`config.mk`:
```
export PLATFORM = sky130hd
export DESIGN_NAME = cache_cmd_sequencer
export DESIGN_NICKNAME = d
export VERILOG_FILES = /design/src/rtl/cache_pkg.sv /design/src/rtl/cache_stat_counter.sv /design/src/rtl/cache_cmd_sequencer.sv
export SDC_FILE = /design/constraint.sdc
export NUM_CORES = 1
export LEC_CHECK = 0
export ABC_AREA = 0
export CORE_ASPECT_RATIO = 1.2
export CORE_MARGIN = 3
export CORE_UTILIZATION = 45
export DETAILED_ROUTE_END_ITERATION = 8
export HOLD_SLACK_MARGIN = 0.03
export PLACE_DENSITY = 0.73
export SETUP_SLACK_MARGIN = 0.15
export SLEW_MARGIN = 15
export SYNTH_ARGS = -nofsm -noshare
export SYNTH_HDL_FRONTEND = slang
export SYNTH_HIERARCHICAL = 1
export SYNTH_SLANG_ARGS = --single-unit
```
`constraint.sdc`:
```
create_clock -name clk -period 6.9 [get_ports clk]
set_input_delay 1.38 -clock clk [delete_from_list [all_inputs] [get_ports clk]]
set_output_delay 1.38 -clock clk [all_outputs]
set_load 0.05 [all_outputs]
```
`src/rtl/cache_pkg.sv`:
```
// Shared widths, command codes, bus operations and MESI encodings for the
// cache command sequencer and its helpers.
package cache_pkg;

  localparam int CACHE_ADDR_BITS   = 32;
  localparam int CACHE_INDEX_BITS  = 14;
  localparam int CACHE_OFFSET_BITS = 6;
  localparam int CACHE_TAG_BITS    = CACHE_ADDR_BITS - CACHE_INDEX_BITS - CACHE_OFFSET_BITS;

  typedef enum logic [3:0] {
    CMD_RD_D      = 4'd0,
    CMD_WR_D      = 4'd1,
    CMD_RD_I      = 4'd2,
    CMD_SNP_INVAL = 4'd3,
    CMD_SNP_RD    = 4'd4,
    CMD_SNP_WR    = 4'd5,
    CMD_SNP_RDX   = 4'd6,
    CMD_CLEAR     = 4'd8,
    CMD_PRINT     = 4'd9
  } cmd_e;

  typedef enum logic [1:0] {
    BUS_READ       = 2'd0,
    BUS_RFO        = 2'd1,
    BUS_WRITEBACK  = 2'd2,
    BUS_INVALIDATE = 2'd3
  } bus_op_e;

  typedef enum logic [1:0] {
    MESI_I = 2'd0,
    MESI_S = 2'd1,
    MESI_E = 2'd2,
    MESI_M = 2'd3
  } mesi_e;

  // Commands 0..6 go through the tag array; 8/9 are set sweeps.
  function automatic logic cmd_needs_lookup(input logic [3:0] cmd);
    return (cmd <= 4'd6);
  endfunction

endpackage

```
`src/rtl/cache_stat_counter.sv`:
```
// 32-bit statistics counter with synchronous clear and saturating increment.
module cache_stat_counter
  import cache_pkg::*;
(
  input  logic        clk,
  input  logic        rstb,
  input  logic        clear,
  input  logic        inc,
  output logic [31:0] count
);

  logic [31:0] count_q;
  logic [31:0] count_d;

  always_comb begin
    count_d = count_q;
    if (clear) begin
      count_d = '0;
    end else if (inc && (count_q != 32'hFFFF_FFFF)) begin
      count_d = count_q + 32'd1;
    end
  end

  always_ff @(posedge clk or negedge rstb) begin
    if (!rstb) begin
      count_q <= '0;
    end else begin
      count_q <= count_d;
    end
  end

  assign count = count_q;

endmodule

```
`src/rtl/cache_cmd_sequencer.sv`:
```
// Trace-driven cache command sequencer: accepts one command at a time, looks it
// up in the tag array, issues the MESI bus traffic it implies and commits it.
module cache_cmd_sequencer
  import cache_pkg::*;
#(
  parameter  int INDEX_BITS  = CACHE_INDEX_BITS,
  parameter  int OFFSET_BITS = CACHE_OFFSET_BITS,
  localparam int TAG_BITS    = CACHE_TAG_BITS + (CACHE_INDEX_BITS - INDEX_BITS)
                               + (CACHE_OFFSET_BITS - OFFSET_BITS)
) (
  input  logic                  clk,
  input  logic                  rstb,
  input  logic                  cmd_valid,
  output logic                  cmd_ready,
  input  logic [3:0]            cmd_n,
  input  logic [31:0]           cmd_addr,
  output logic                  lookup_valid,
  output logic [INDEX_BITS-1:0] lookup_index,
  output logic [TAG_BITS-1:0]   lookup_tag,
  output logic [3:0]            lookup_op,
  input  logic                  lookup_done,
  input  logic                  lookup_hit,
  input  logic [1:0]            lookup_mesi,
  input  logic [TAG_BITS-1:0]   lookup_victim_tag,
  output logic                  bus_req_valid,
  output logic [1:0]            bus_req_op,
  output logic [31:0]           bus_req_addr,
  input  logic                  bus_req_ready,
  output logic                  update_valid,
  output logic                  update_hit,
  output logic                  clear_valid,
  output logic                  print_valid,
  output logic [INDEX_BITS-1:0] sweep_index,
  output logic                  busy,
  output logic                  err_cmd,
  output logic [31:0]           stat_reads,
  output logic [31:0]           stat_writes,
  output logic [31:0]           stat_hits,
  output logic [31:0]           stat_misses
);

  localparam int NUM_SETS = 2 ** INDEX_BITS;
  localparam logic [INDEX_BITS-1:0] LAST_INDEX = INDEX_BITS'(NUM_SETS - 1);

  typedef enum logic [3:0] {
    S_IDLE, S_LOOKUP, S_WB, S_FETCH, S_INVAL, S_FLUSH, S_COMMIT, S_SWEEP_CLR, S_SWEEP_PRT
  } state_e;

  state_e                state_q, state_d;
  logic [3:0]            cmd_q, cmd_d;
  logic [31:0]           addr_q, addr_d;
  logic                  hit_q, hit_d;
  logic [TAG_BITS-1:0]   vtag_q, vtag_d;
  logic [INDEX_BITS-1:0] sweep_q, sweep_d;
  logic                  err_q, err_d;
  logic                  cmd_ready_q, cmd_ready_d;
  logic                  busy_q, busy_d;
  logic                  lookup_valid_q, lookup_valid_d;
  logic                  bus_valid_q, bus_valid_d;
  logic [1:0]            bus_op_q, bus_op_d;
  logic [31:0]           bus_addr_q, bus_addr_d;
  logic                  update_valid_q, update_valid_d;
  logic                  update_hit_q, update_hit_d;
  logic                  clear_valid_q, clear_valid_d;
  logic                  print_valid_q, print_valid_d;
  logic                  offset_unused;

  assign offset_unused = ^addr_q[OFFSET_BITS-1:0];

  // Outputs are computed from the next state so they are flops aligned with it.
  always_comb begin
    state_d = state_q;
    cmd_d   = cmd_q;
    addr_d  = addr_q;
    hit_d   = hit_q;
    vtag_d  = vtag_q;
    sweep_d = sweep_q;
    err_d   = 1'b0;

    case (state_q)
      S_IDLE: begin
        if (cmd_valid && cmd_ready_q) begin
          cmd_d  = cmd_n;
          addr_d = cmd_addr;
          if (cmd_needs_lookup(cmd_n)) begin
            state_d = S_LOOKUP;
          end else if (cmd_n == CMD_CLEAR) begin
            state_d = S_SWEEP_CLR;
            sweep_d = '0;
          end else if (cmd_n == CMD_PRINT) begin
            state_d = S_SWEEP_PRT;
            sweep_d = '0;
          end else begin
            err_d = 1'b1;
          end
        end
      end
      S_LOOKUP: begin
        if (lookup_done) begin
          hit_d  = lookup_hit;
          vtag_d = lookup_victim_tag;
          case (cmd_q)
            CMD_RD_D, CMD_RD_I: begin
              if (lookup_hit)                  state_d = S_COMMIT;
              else if (lookup_mesi == MESI_M)  state_d = S_WB;
              else                             state_d = S_FETCH;
            end
            CMD_WR_D: begin
              if (lookup_hit)                  state_d = (lookup_mesi == MESI_S) ? S_INVAL : S_COMMIT;
              else if (lookup_mesi == MESI_M)  state_d = S_WB;
              else                             state_d = S_FETCH;
            end
            CMD_SNP_RD, CMD_SNP_RDX: begin
              state_d = (lookup_hit && (lookup_mesi == MESI_M)) ? S_FLUSH : S_COMMIT;
            end
            default: state_d = S_COMMIT;
          endcase
        end
      end
      S_WB: begin
        if (bus_req_ready) state_d = S_FETCH;
      end
      S_FETCH, S_INVAL, S_FLUSH: begin
        if (bus_req_ready) state_d = S_COMMIT;
      end
      S_COMMIT: state_d = S_IDLE;
      S_SWEEP_CLR, S_SWEEP_PRT: begin
        if (sweep_q == LAST_INDEX) begin
          state_d = S_IDLE;
          sweep_d = '0;
        end else begin
          sweep_d = sweep_q + INDEX_BITS'(1);
        end
      end
      default: state_d = S_IDLE;
    endcase

    cmd_ready_d    = (state_d == S_IDLE);
    busy_d         = (state_d != S_IDLE);
    lookup_valid_d = (state_d == S_LOOKUP);
    update_valid_d = (state_d == S_COMMIT);
    update_hit_d   = (state_d == S_COMMIT) && hit_d;
    clear_valid_d  = (state_d == S_SWEEP_CLR);
    print_valid_d  = (state_d == S_SWEEP_PRT);
    bus_valid_d    = (state_d == S_WB) || (state_d == S_FETCH) ||
                     (state_d == S_INVAL) || (state_d == S_FLUSH);

    bus_op_d   = BUS_READ;
    bus_addr_d = '0;
    case (state_d)
      S_WB: begin
        bus_op_d   = BUS_WRITEBACK;
        bus_addr_d = {vtag_d, addr_d[OFFSET_BITS +: INDEX_BITS], {OFFSET_BITS{1'b0}}};
      end
      S_FETCH: begin
        bus_op_d   = (cmd_d == CMD_WR_D) ? BUS_RFO : BUS_READ;
        bus_addr_d = {addr_d[31:OFFSET_BITS], {OFFSET_BITS{1'b0}}};
      end
      S_INVAL: begin
        bus_op_d   = BUS_INVALIDATE;
        bus_addr_d = {addr_d[31:OFFSET_BITS], {OFFSET_BITS{1'b0}}};
      end
      S_FLUSH: begin
        bus_op_d   = BUS_WRITEBACK;
        bus_addr_d = {addr_d[31:OFFSET_BITS], {OFFSET_BITS{1'b0}}};
      end
      default: ;
    endcase
  end

  always_ff @(posedge clk or negedge rstb) begin
    if (!rstb) begin
      state_q        <= S_IDLE;
      cmd_q          <= '0;
      addr_q         <= '0;
      hit_q          <= 1'b0;
      vtag_q         <= '0;
      sweep_q        <= '0;
      err_q          <= 1'b0;
      cmd_ready_q    <= 1'b1;
      busy_q         <= 1'b0;
      lookup_valid_q <= 1'b0;
      bus_valid_q    <= 1'b0;
      bus_op_q       <= '0;
      bus_addr_q     <= '0;
      update_valid_q <= 1'b0;
      update_hit_q   <= 1'b0;
      clear_valid_q  <= 1'b0;
      print_valid_q  <= 1'b0;
    end else begin
      state_q        <= state_d;
      cmd_q          <= cmd_d;
      addr_q         <= addr_d;
      hit_q          <= hit_d;
      vtag_q         <= vtag_d;
      sweep_q        <= sweep_d;
      err_q          <= err_d;
      cmd_ready_q    <= cmd_ready_d;
      busy_q         <= busy_d;
      lookup_valid_q <= lookup_valid_d;
      bus_valid_q    <= bus_valid_d;
      bus_op_q       <= bus_op_d;
      bus_addr_q     <= bus_addr_d;
      update_valid_q <= update_valid_d;
      update_hit_q   <= update_hit_d;
      clear_valid_q  <= clear_valid_d;
      print_valid_q  <= print_valid_d;
    end
  end

  assign cmd_ready     = cmd_ready_q;
  assign busy          = busy_q;
  assign err_cmd       = err_q;
  assign lookup_valid  = lookup_valid_q;
  assign lookup_index  = addr_q[OFFSET_BITS +: INDEX_BITS];
  assign lookup_tag    = addr_q[31 -: TAG_BITS];
  assign lookup_op     = cmd_q;
  assign bus_req_valid = bus_valid_q;
  assign bus_req_op    = bus_op_q;
  assign bus_req_addr  = bus_addr_q;
  assign update_valid  = update_valid_q;
  assign update_hit    = update_hit_q;
  assign clear_valid   = clear_valid_q;
  assign print_valid   = print_valid_q;
  assign sweep_index   = sweep_q;

  // Only data-side commands (0/1/2) are counted, on their commit cycle.
  logic data_commit;
  logic inc_reads;
  logic inc_writes;

  assign data_commit = update_valid_q &&
                       ((cmd_q == CMD_RD_D) || (cmd_q == CMD_WR_D) || (cmd_q == CMD_RD_I));
  assign inc_reads   = update_valid_q && ((cmd_q == CMD_RD_D) || (cmd_q == CMD_RD_I));
  assign inc_writes  = update_valid_q && (cmd_q == CMD_WR_D);

  cache_stat_counter u_stat_reads (
    .clk(clk), .rstb(rstb), .clear(clear_valid_q), .inc(inc_reads), .count(stat_reads)
  );
  cache_stat_counter u_stat_writes (
    .clk(clk), .rstb(rstb), .clear(clear_valid_q), .inc(inc_writes), .count(stat_writes)
  );
  cache_stat_counter u_stat_hits (
    .clk(clk), .rstb(rstb), .clear(clear_valid_q), .inc(data_commit && hit_q), .count(stat_hits)
  );
  cache_stat_counter u_stat_misses (
    .clk(clk), .rstb(rstb), .clear(clear_valid_q), .inc(data_commit && !hit_q), .count(stat_misses)
  );

endmodule

```
Yosys cells after proc, flatten, opt, wreduce, memory -nomap -nowiden
Cells that the tools add are included.
Widths: inputs -> output; s select.
{ "classes": {"add_sub_neg": 5, "magnitude_cmp": 1, "eq_ne": 32, "muxes": 45, "n_reduce_logical": 36} }
{ "ops": {"columns": ["cell", "count"], "rows": [
  ["$mux 32", 10],
  ["$add 32x1->32 const B", 4],
  ["$ne 32x32->1 const B", 4],
  ["$mux 14", 5],
  ["$pmux 32 s2", 1],
  ["$mux 4", 11],
  ["$eq 4x3->1 const B", 9],
  ["$pmux 14 s2", 1],
  ["$mux 12", 2],
  ["$eq 4x2->1 const B", 5],
  ["$pmux 4 s5", 1],
  ["$eq 4x1->1 const B", 4],
  ["$eq 4x4->1 const B", 4],
  ["$add 14x1->14 const B", 1],
  ["$eq 14x14->1 const B", 1],
  ["$logic_and 1x1->1", 12],
  ["$logic_not 4->1", 3],
  ["$pmux 4 s3", 1],
  ["$reduce_bool 2->1", 5],
  ["$mux 1", 9],
  ["$reduce_or 2->1", 4],
  ["$logic_or 1x1->1", 6],
  ["$pmux 2 s3", 1],
  ["$reduce_or 3->1", 2],
  ["11 further kinds", 13]
]} }
{ "totals": {"ff_bits": 238, "word_cells": 141} }

Depth between registers and ports, before layout
Gate-level depths: netlist of run 1.
{ "depth": {"depth_word": 10, "ltp_mapped": 11, "mapped_depth_nobuf": 9} }

Hierarchy
Netlist of run 1, hierarchy kept.
{ "by_module_without_submodules": {"columns": ["mod", "instances", "cells_each", "area_per_inst_um2", "seq_area_each_um2"], "rows": [
  ["cache_stat_counter at u_stat_hits ...", 3, 198, 1854.3, 800.8],
  ["cache_cmd_sequencer", 1, 362, 4470.5, 2453.6],
  ["cache_stat_counter at u_stat_writes", 1, 198, 1866.8, 800.8]
]} }

Worst setup path before layout of run 1
Ideal clock, no wire load.
{ "synth_timing": {"path_kind": "input-to-reg", "start": "input port lookup_hit", "end": "register bus_addr_q[20], in the netlist bus_req_addr[20]", "arrival_ps": 2863, "t_required_ps": 6769, "slack_ps": 3906, "path_stages": 8, "path_cell_list": "a2111oi_0 a21boi_0 o311a_1 a211o_1 buf_2 buf_2 mux2i_1 o22ai_2"} }
{ "synth_between": {"elab_chain_len": 8} }
{ "synth_rtl": {"columns": ["element", "line", "rtl"], "rows": [
  ["start, declared", "cache_cmd_sequencer.sv:22", "input logic lookup_hit,"],
  ["$logic_and 1x1->1", "cache_cmd_sequencer.sv:114", "state_d = (lookup_hit && (lookup_mesi == MESI_M)) ? S_FLUSH : S_COMMIT;"],
  ["$mux 2", "cache_cmd_sequencer.sv:114", null],
  ["$pmux 4 s3 (*)", "cache_cmd_sequencer.sv:102", "case (cmd_q)"],
  ["$mux 4 (*)", "cache_cmd_sequencer.sv:99", "if (lookup_done) begin"],
  ["$pmux 4 s5 (*)", "cache_cmd_sequencer.sv:80", "case (state_q)"],
  ["$eq 4x2->1 / $eq 4x3->1 (equally long branches)", "cache_cmd_sequencer.sv:150", "case (state_d)"],
  ["$reduce_or 3->1 (no line)", null, null],
  ["$pmux 32 s2 (*)", "cache_cmd_sequencer.sv:150", null],
  ["net bus_addr_d[20]", "cache_cmd_sequencer.sv:61", "logic [31:0] bus_addr_q, bus_addr_d;"],
  ["end signal, assigned", "cache_cmd_sequencer.sv:203", "bus_addr_q <= bus_addr_d;"],
  ["end, declared", "cache_cmd_sequencer.sv:61", null]
]} }
Mark *: on every way through the listed nets, which the timed path passes. The rest lies on a longest branch.
A chain may end at the register's enable or synchronous reset.

Worst setup path after layout of run 1
{ "layout_timing": {"start": "input port cmd_valid", "end": "register bus_addr_q[24], in the netlist bus_req_addr[24]"} }
{ "layout_between": {"elab_chain_len": 6} }
{ "layout_rtl": {"columns": ["element", "line", "rtl"], "rows": [
  ["start, declared", "cache_cmd_sequencer.sv:13", "input logic cmd_valid,"],
  ["$logic_and 1x1->1 (*)", "cache_cmd_sequencer.sv:82", "if (cmd_valid && cmd_ready_q) begin"],
  ["$mux 4", "cache_cmd_sequencer.sv:82", null],
  ["$pmux 4 s5", "cache_cmd_sequencer.sv:80", null],
  ["$eq 4x2->1 / $eq 4x3->1 (equally long branches)", "cache_cmd_sequencer.sv:150", null],
  ["$reduce_or 3->1 (no line)", null, null],
  ["$pmux 32 s2 (*)", "cache_cmd_sequencer.sv:150", null],
  ["net bus_addr_d[24]", "cache_cmd_sequencer.sv:61", null]
]} }
Marked as above.

==> impl_metrics.env, run 1 <==
export IMPL_clkTransAtPathRegs_ns=0.06
export IMPL_use_met2_pct=37.0
export IMPL_leakage_nw=6.40
export IMPL_initial_utilization_pct=46.2
export IMPL_grt_max_degree=115
export IMPL_avgRoutedWirePerCell_um=17.6
export IMPL_ys_ff_latch=226
export IMPL_fin_ws_ns=3.07
export IMPL_htree_levels=1
export IMPL_slowest_stage="and4b_2"
export IMPL_vias_per_cell=5.64
export IMPL_endpoint_kind="register"
export IMPL_synth_flop_cell="dfrtp_1"
export IMPL_io_pins=271
export IMPL_antenna_cells=0
export IMPL_p_per_area_nw_per_um2=333
export IMPL_place_inst=1697
export IMPL_cp_max_fo=35
export IMPL_grt_met1_usage_pct=25.9
export IMPL_clock_sinks=226
export IMPL_synth_top_cell_by_area="dfrtp_1"
export IMPL_cts_resized=0
export IMPL_critPathLaunchType="input pin"
export IMPL_ir_worst_vdd_uv=359
export IMPL_slew_headroom_pct=27.8
export IMPL_cts_tree="done"
export IMPL_synthArstFlopShare_pct=100
export IMPL_grt_busiest_layer="met2"
export IMPL_grt_pass1_vias=9884
export IMPL_track_usage_pct=21.0
export IMPL_vias=9813
export IMPL_rows=64
export IMPL_hold_ws_ns=0.502
export IMPL_clk_path_buf_depth=3
export IMPL_root_buffer="clkbuf_16"
export IMPL_post_cts_buffers=0
export IMPL_drt_iter0_markers=428
export IMPL_required_ns=7.27
export IMPL_clock_fmax_ghz=0.261
export IMPL_gp_congestion=0.814
export IMPL_finalCriticalPeriod_ns=3.83
export IMPL_ys_seq_area_share_pct=47.5
export IMPL_fill_cells=2203
export IMPL_clk_latency_ns=0.51
export IMPL_r2r_slack_ns=3.47
export IMPL_maxCapViolCount=0
export IMPL_final_max_slew_viol_count=0
export IMPL_register_area_um2=5660
export IMPL_timing_rr_end="bus_req_addr[24]"
export IMPL_syn_area_per_cell_um2=10.3
export IMPL_dp_slack_ns=2.54
export IMPL_use_met3_pct=5.61
export IMPL_hold_buffers=0
export IMPL_numCtsBuffers=24
export IMPL_synth_warning_count=6
export IMPL_setup_violations=0
export IMPL_worstPathArrival_ns=4.20
export IMPL_clock_skew_ns=0.0119
export IMPL_status="finished, final reports clean"
export IMPL_crit_type="input pin to register"
export IMPL_firstDrtPassIters=5
export IMPL_die_area_um2=28400
export IMPL_route_detailed_drc=0
export IMPL_tns_ns=0
export IMPL_synth_edf_count=0
export IMPL_tightest_slew_ns=1.08
export IMPL_final_cells=1740
export IMPL_hp_class="register to register"
export IMPL_reg2reg_depth=6
export IMPL_min_period_over_period_pct=55.5
export IMPL_portBuffers=258
export IMPL_grt_pass1_wl_um=50200
export IMPL_drt_total_wl_um=30700
export IMPL_drive_gt1_share_pct=12.2
export IMPL_fin_area_um2=15500
export IMPL_grt_overflow_total=0
export IMPL_multi_input_area_um2=5800
export IMPL_hold_viol=0
export IMPL_synth_area_leaders="dfrtp_1, mux2_2, nor2_1"
export IMPL_detail_route_antenna_nets=0
export IMPL_area_growth_synth_to_final_pct=30.1
export IMPL_place_hpwl_um=21500
export IMPL_dieWidth_um=154
export IMPL_slowest_delay_ns=0.88
export IMPL_synth_top_area_share_pct=47.3
export IMPL_rsz0062_at_grt="false"
export IMPL_synth_cell_types=77
export IMPL_core_um2=25800
export IMPL_antenna_found_initial=0
export IMPL_syn_cell_area_um2=11900
export IMPL_worstSetupStartpoint="cmd_valid"
export IMPL_rr_startpoint="state_q[1]"
export IMPL_dpl_cell_area_um2=14700
export IMPL_synth_cells=1154
export IMPL_endpoint="bus_req_addr[24]"
export IMPL_die_height_um=184
export IMPL_worstPathCellList="clkdlybuf4s50_1 -> and4b_2 -> o211a_1 -> a211o_1 -> mux2i_1 -> o22ai_2"
export IMPL_nNetsFinal=1454
==> flip-flops by register name (all words and copies together) (netlist names), 2 cells and up <==
signal / cells
u_stat_reads/count: 32
addr_q: 26
sweep_index: 14
u_stat_writes/count: 32
u_stat_hits/count: 32
state_q: 4
vtag_q: 12
lookup_op: 4
bus_req_op: 2
u_stat_misses/count: 32
bus_req_addr: 26
==> routing by layer <==
| layer | share of wire, % | wire, um | vias to the layer above |
|---|---|---|---|
| li1 | - | - | 4650 |
| met1 | 41 | 12600 | 4828 |
| met2 | 50 | 15200 | 292 |
| met5 | 0 | 0 | - |
| met4 | 1.7 | 529 | 0 |
| met3 | 7.5 | 2300 | 43 |
==> cell families after synthesis <==
group | after synthesis | synth area share, %
and+or+nand+nor | 475 | 23.0
DFF | 226 | 47.5
AOI/OAI and AO/OA | 214 | 13.4
buffers and inverters | 97 | 3.91
muxes | 83 | 7.70
xor gates and xnor gates | 53 | 3.90
adders and majority gates | 5 | 0.526
other | 1 | 0.0315
==> layout by cell type (no fill, tap or decap), types with 32 or more instances in the layout <==
cell type          n
a21oi_1           50
and3_1            32
clkdlybuf4s50_1  257
dfrtp_1          224
inv_1             42
mux2_2            52
nand2_1           59
nand3_1           53
nor2_1           120
o21ai_0           38
xnor2_1           41
==> power breakdown <==
group	switching, mW	internal (mW)
clock	0.520	0.811
sequential	0.200	1.59
combinational	1.32	0.716
==> synthesized netlist by cell type (12+ instances only) <==
cell type  count
a211oi_1      20
a21oi_1       50
and2_1        17
and3_1        32
buf_2         18
buf_4         13
clkbuf_1      19
dfrtp_1      225
inv_1         42
mux2_2        52
mux2i_1       27
nand2_1       59
nand3_1       53
nand4_1       30
nor2_1       120
nor2b_1       27
nor3_1        18
nor4_1        16
o21ai_0       38
o31ai_1       19
or3_1         21
or4_1         12
xnor2_1       41
xor2_1        12
==> worst max-delay path, delay by kind of cell <==
family / cells / cell delay (ns)
compound gates: 3 / 1.13
simple gates: 1 / 0.88
buf+inv: 1 / 0.47
mux: 1 / 0.32
==> cell type report <==
| class | instances | area share, % |
|---|---|---|
| multi-input combinational | 836 | 37.4 |
| sequential | 226 | 36.6 |
| timing repair buffer | 262 | 17.0 |
| clock buffer | 38 | 4.81 |
| tap | 330 | 2.67 |
| inverter | 43 | 1.04 |
| clock inverter | 5 | 0.485 |
==> worst min-delay path by stage <==
stage / start / endpoint / slack [ns] / cells after the start
after floorplan: vtag_q[0] / vtag_q[0] / 0.47 / 1
after global placement: vtag_q[6] / vtag_q[6] / 0.48 / 1
after detailed placement: vtag_q[0] / vtag_q[0] / 0.48 / 1
after CTS: vtag_q[0] / vtag_q[0] / 0.50 / 1
after global routing: vtag_q[5] / vtag_q[5] / 0.51 / 1
final: vtag_q[5] / vtag_q[5] / 0.50 / 1
==> through the flow <==
step / total power [mW] / utilization [%]
global placement: 3.81 / 56.9
detailed placement: 3.85 / 56.9
CTS: 5.21 / 60.0
floorplan: 3.19 / -
finish: 5.15 / 60.0
global route: 5.40 / 60.0
(Power assumes the default switching activity.)
==> run 2, diff against run 1 <==
clock period = 3.7 ns   (was 6.9 ns; I/O delays follow)
==> impl_metrics.env, run 2 (synthesis results as in run 1) <==
export IMPL_status="finished, final reports clean"
export IMPL_clock_fmax_ghz=0.340
export IMPL_multi_input_area_um2=5800
export IMPL_grt_overflow_total=0
export IMPL_post_cts_buffers=0
export IMPL_endpoint_kind="register"
export IMPL_slew_headroom_pct=50.1
export IMPL_clkTransAtPathRegs_ns=0.06
export IMPL_worstPathCellList="nor2_1 -> nand2_1 -> a21oi_1 -> nor2b_1 -> and3_1 -> nand4_1 -> a21o_1 -> nor4_1 -> mux2_2"
export IMPL_cp_max_fo=19
export IMPL_critPathLaunchType="register"
export IMPL_p_per_area_nw_per_um2=617
export IMPL_area_growth_synth_to_final_pct=30.3
export IMPL_ir_worst_vdd_uv=702
export IMPL_finalCriticalPeriod_ns=2.94
export IMPL_maxCapViolCount=0
export IMPL_track_usage_pct=20.8
export IMPL_rows=64
export IMPL_tightest_slew_ns=0.742
export IMPL_avgRoutedWirePerCell_um=17.7
export IMPL_fill_cells=2159
export IMPL_initial_utilization_pct=46.2
export IMPL_die_height_um=184
export IMPL_grt_pass1_wl_um=50200
export IMPL_hold_viol=0
export IMPL_clock_skew_ns=0.0228
export IMPL_crit_family="simple AND/OR/NAND/NOR gates"
export IMPL_hold_buffers=0
export IMPL_worstPathArrival_ns=3.36
export IMPL_dpl_cell_area_um2=14700
export IMPL_htree_levels=1
export IMPL_hp_class="input pin to async pin"
export IMPL_tns_ns=0
export IMPL_cts_tree="done"
export IMPL_hold_ws_ns=0.263
export IMPL_drive_gt1_share_pct=12.7
export IMPL_final_common_cell="clkdlybuf4s50_1"
export IMPL_gp_congestion=0.810
export IMPL_nNetsFinal=1460
export IMPL_utilization_pct=60.1
export IMPL_place_hpwl_um=21400
export IMPL_setup_violations=0
export IMPL_leakage_nw=6.42
export IMPL_crit_type="register to register"
export IMPL_place_inst=1702
export IMPL_detail_route_antenna_nets=0
export IMPL_io_pins=271
export IMPL_drt_iter0_markers=485
export IMPL_min_period_over_period_pct=79.6
export IMPL_numCtsBuffers=25
export IMPL_register_area_um2=5660
export IMPL_route_detailed_drc=0
export IMPL_drt_total_wl_um=30800
export IMPL_cp_num_buf_inv=0
export IMPL_core_um2=25800
export IMPL_dieWidth_um=154
export IMPL_die_area_um2=28400
export IMPL_slowest_stage="dfrtp_1"
export IMPL_firstDrtPassIters=5
export IMPL_final_cells=1743
export IMPL_grt_pass1_vias=9841
export IMPL_grt_max_degree=93
export IMPL_antenna_found_initial=0
export IMPL_clock_sinks=226
export IMPL_cts_resized=0
export IMPL_clk_latency_ns=0.53
export IMPL_rsz0062_at_grt="false"
export IMPL_slowest_delay_ns=0.44
export IMPL_clk_path_buf_depth=3
export IMPL_final_max_slew_viol_count=0
export IMPL_layout_common_cells="clkdlybuf4s50_1, dfrtp_1, nor2_1"
export IMPL_portBuffers=258
export IMPL_fin_area_um2=15500
export IMPL_vias=9719
export IMPL_vias_per_cell=5.58
export IMPL_antenna_cells=0
export IMPL_root_buffer="clkbuf_16"
export IMPL_required_ns=4.12
## run 2: worst paths after layout
| kind | startpoint | slack (ns) | endpoint | depth (start not counted) |
|---|---|---|---|---|
| setup / recovery | lookup_op[2] | 0.76 | u_stat_misses/count[29] | 9 |
| hold / removal | rstb | 0.26 | u_stat_hits/count[22] | 1 |
| setup reg to reg | lookup_op[2] | 0.76 | u_stat_misses/count[29] | 9 |
| hold reg to reg | vtag_q[1] | 0.50 | vtag_q[1] | 1 |
| max in group asynchronous | rstb | 2.55 | addr_q[10] | 2 |
| min in group clk | vtag_q[1] | 0.50 | vtag_q[1] | 1 |
## run 2: layout make-up
cell class                      count  share of cell area [%]
Tap cell                          330                    2.66
Inverter                           43                    1.04
Clock buffer                       32                    4.59
Timing Repair Buffer              267                    17.3
Multi-Input combinational cell    836                    37.4
Sequential cell                   226                    36.5
Clock inverter                      9                   0.492
## run 2: metrics by stage
stage	total power, mW	setup WS (ns)
2_1_floorplan	5.95	1.11
6_report	9.57	0.755
3_3_place_gp	7.14	0.550
5_1_grt	10.0	0.540
4_1_cts	9.67	0.791
3_5_place_dp	7.20	0.474
## run 2: per-layer routing
metal  part of all wire, %  GRT usage [%]  vias to the layer above
met3                   7.2           5.50                       41
li1                      -              -                     4655
met5                     0              0                        -
met1                    42           26.5                     4758
met4                   1.8           4.52                        0
met2                    49           36.0                      265
## run 2: where the power goes
| part | switching [mW] | total (mW) | internal, mW |
|---|---|---|---|
| registers | 0.381 | 3.34 | 2.96 |
| logic | 2.46 | 3.80 | 1.35 |
| clock network | 1.01 | 2.42 | 1.41 |
| total | 3.85 | 9.57 | 5.72 |
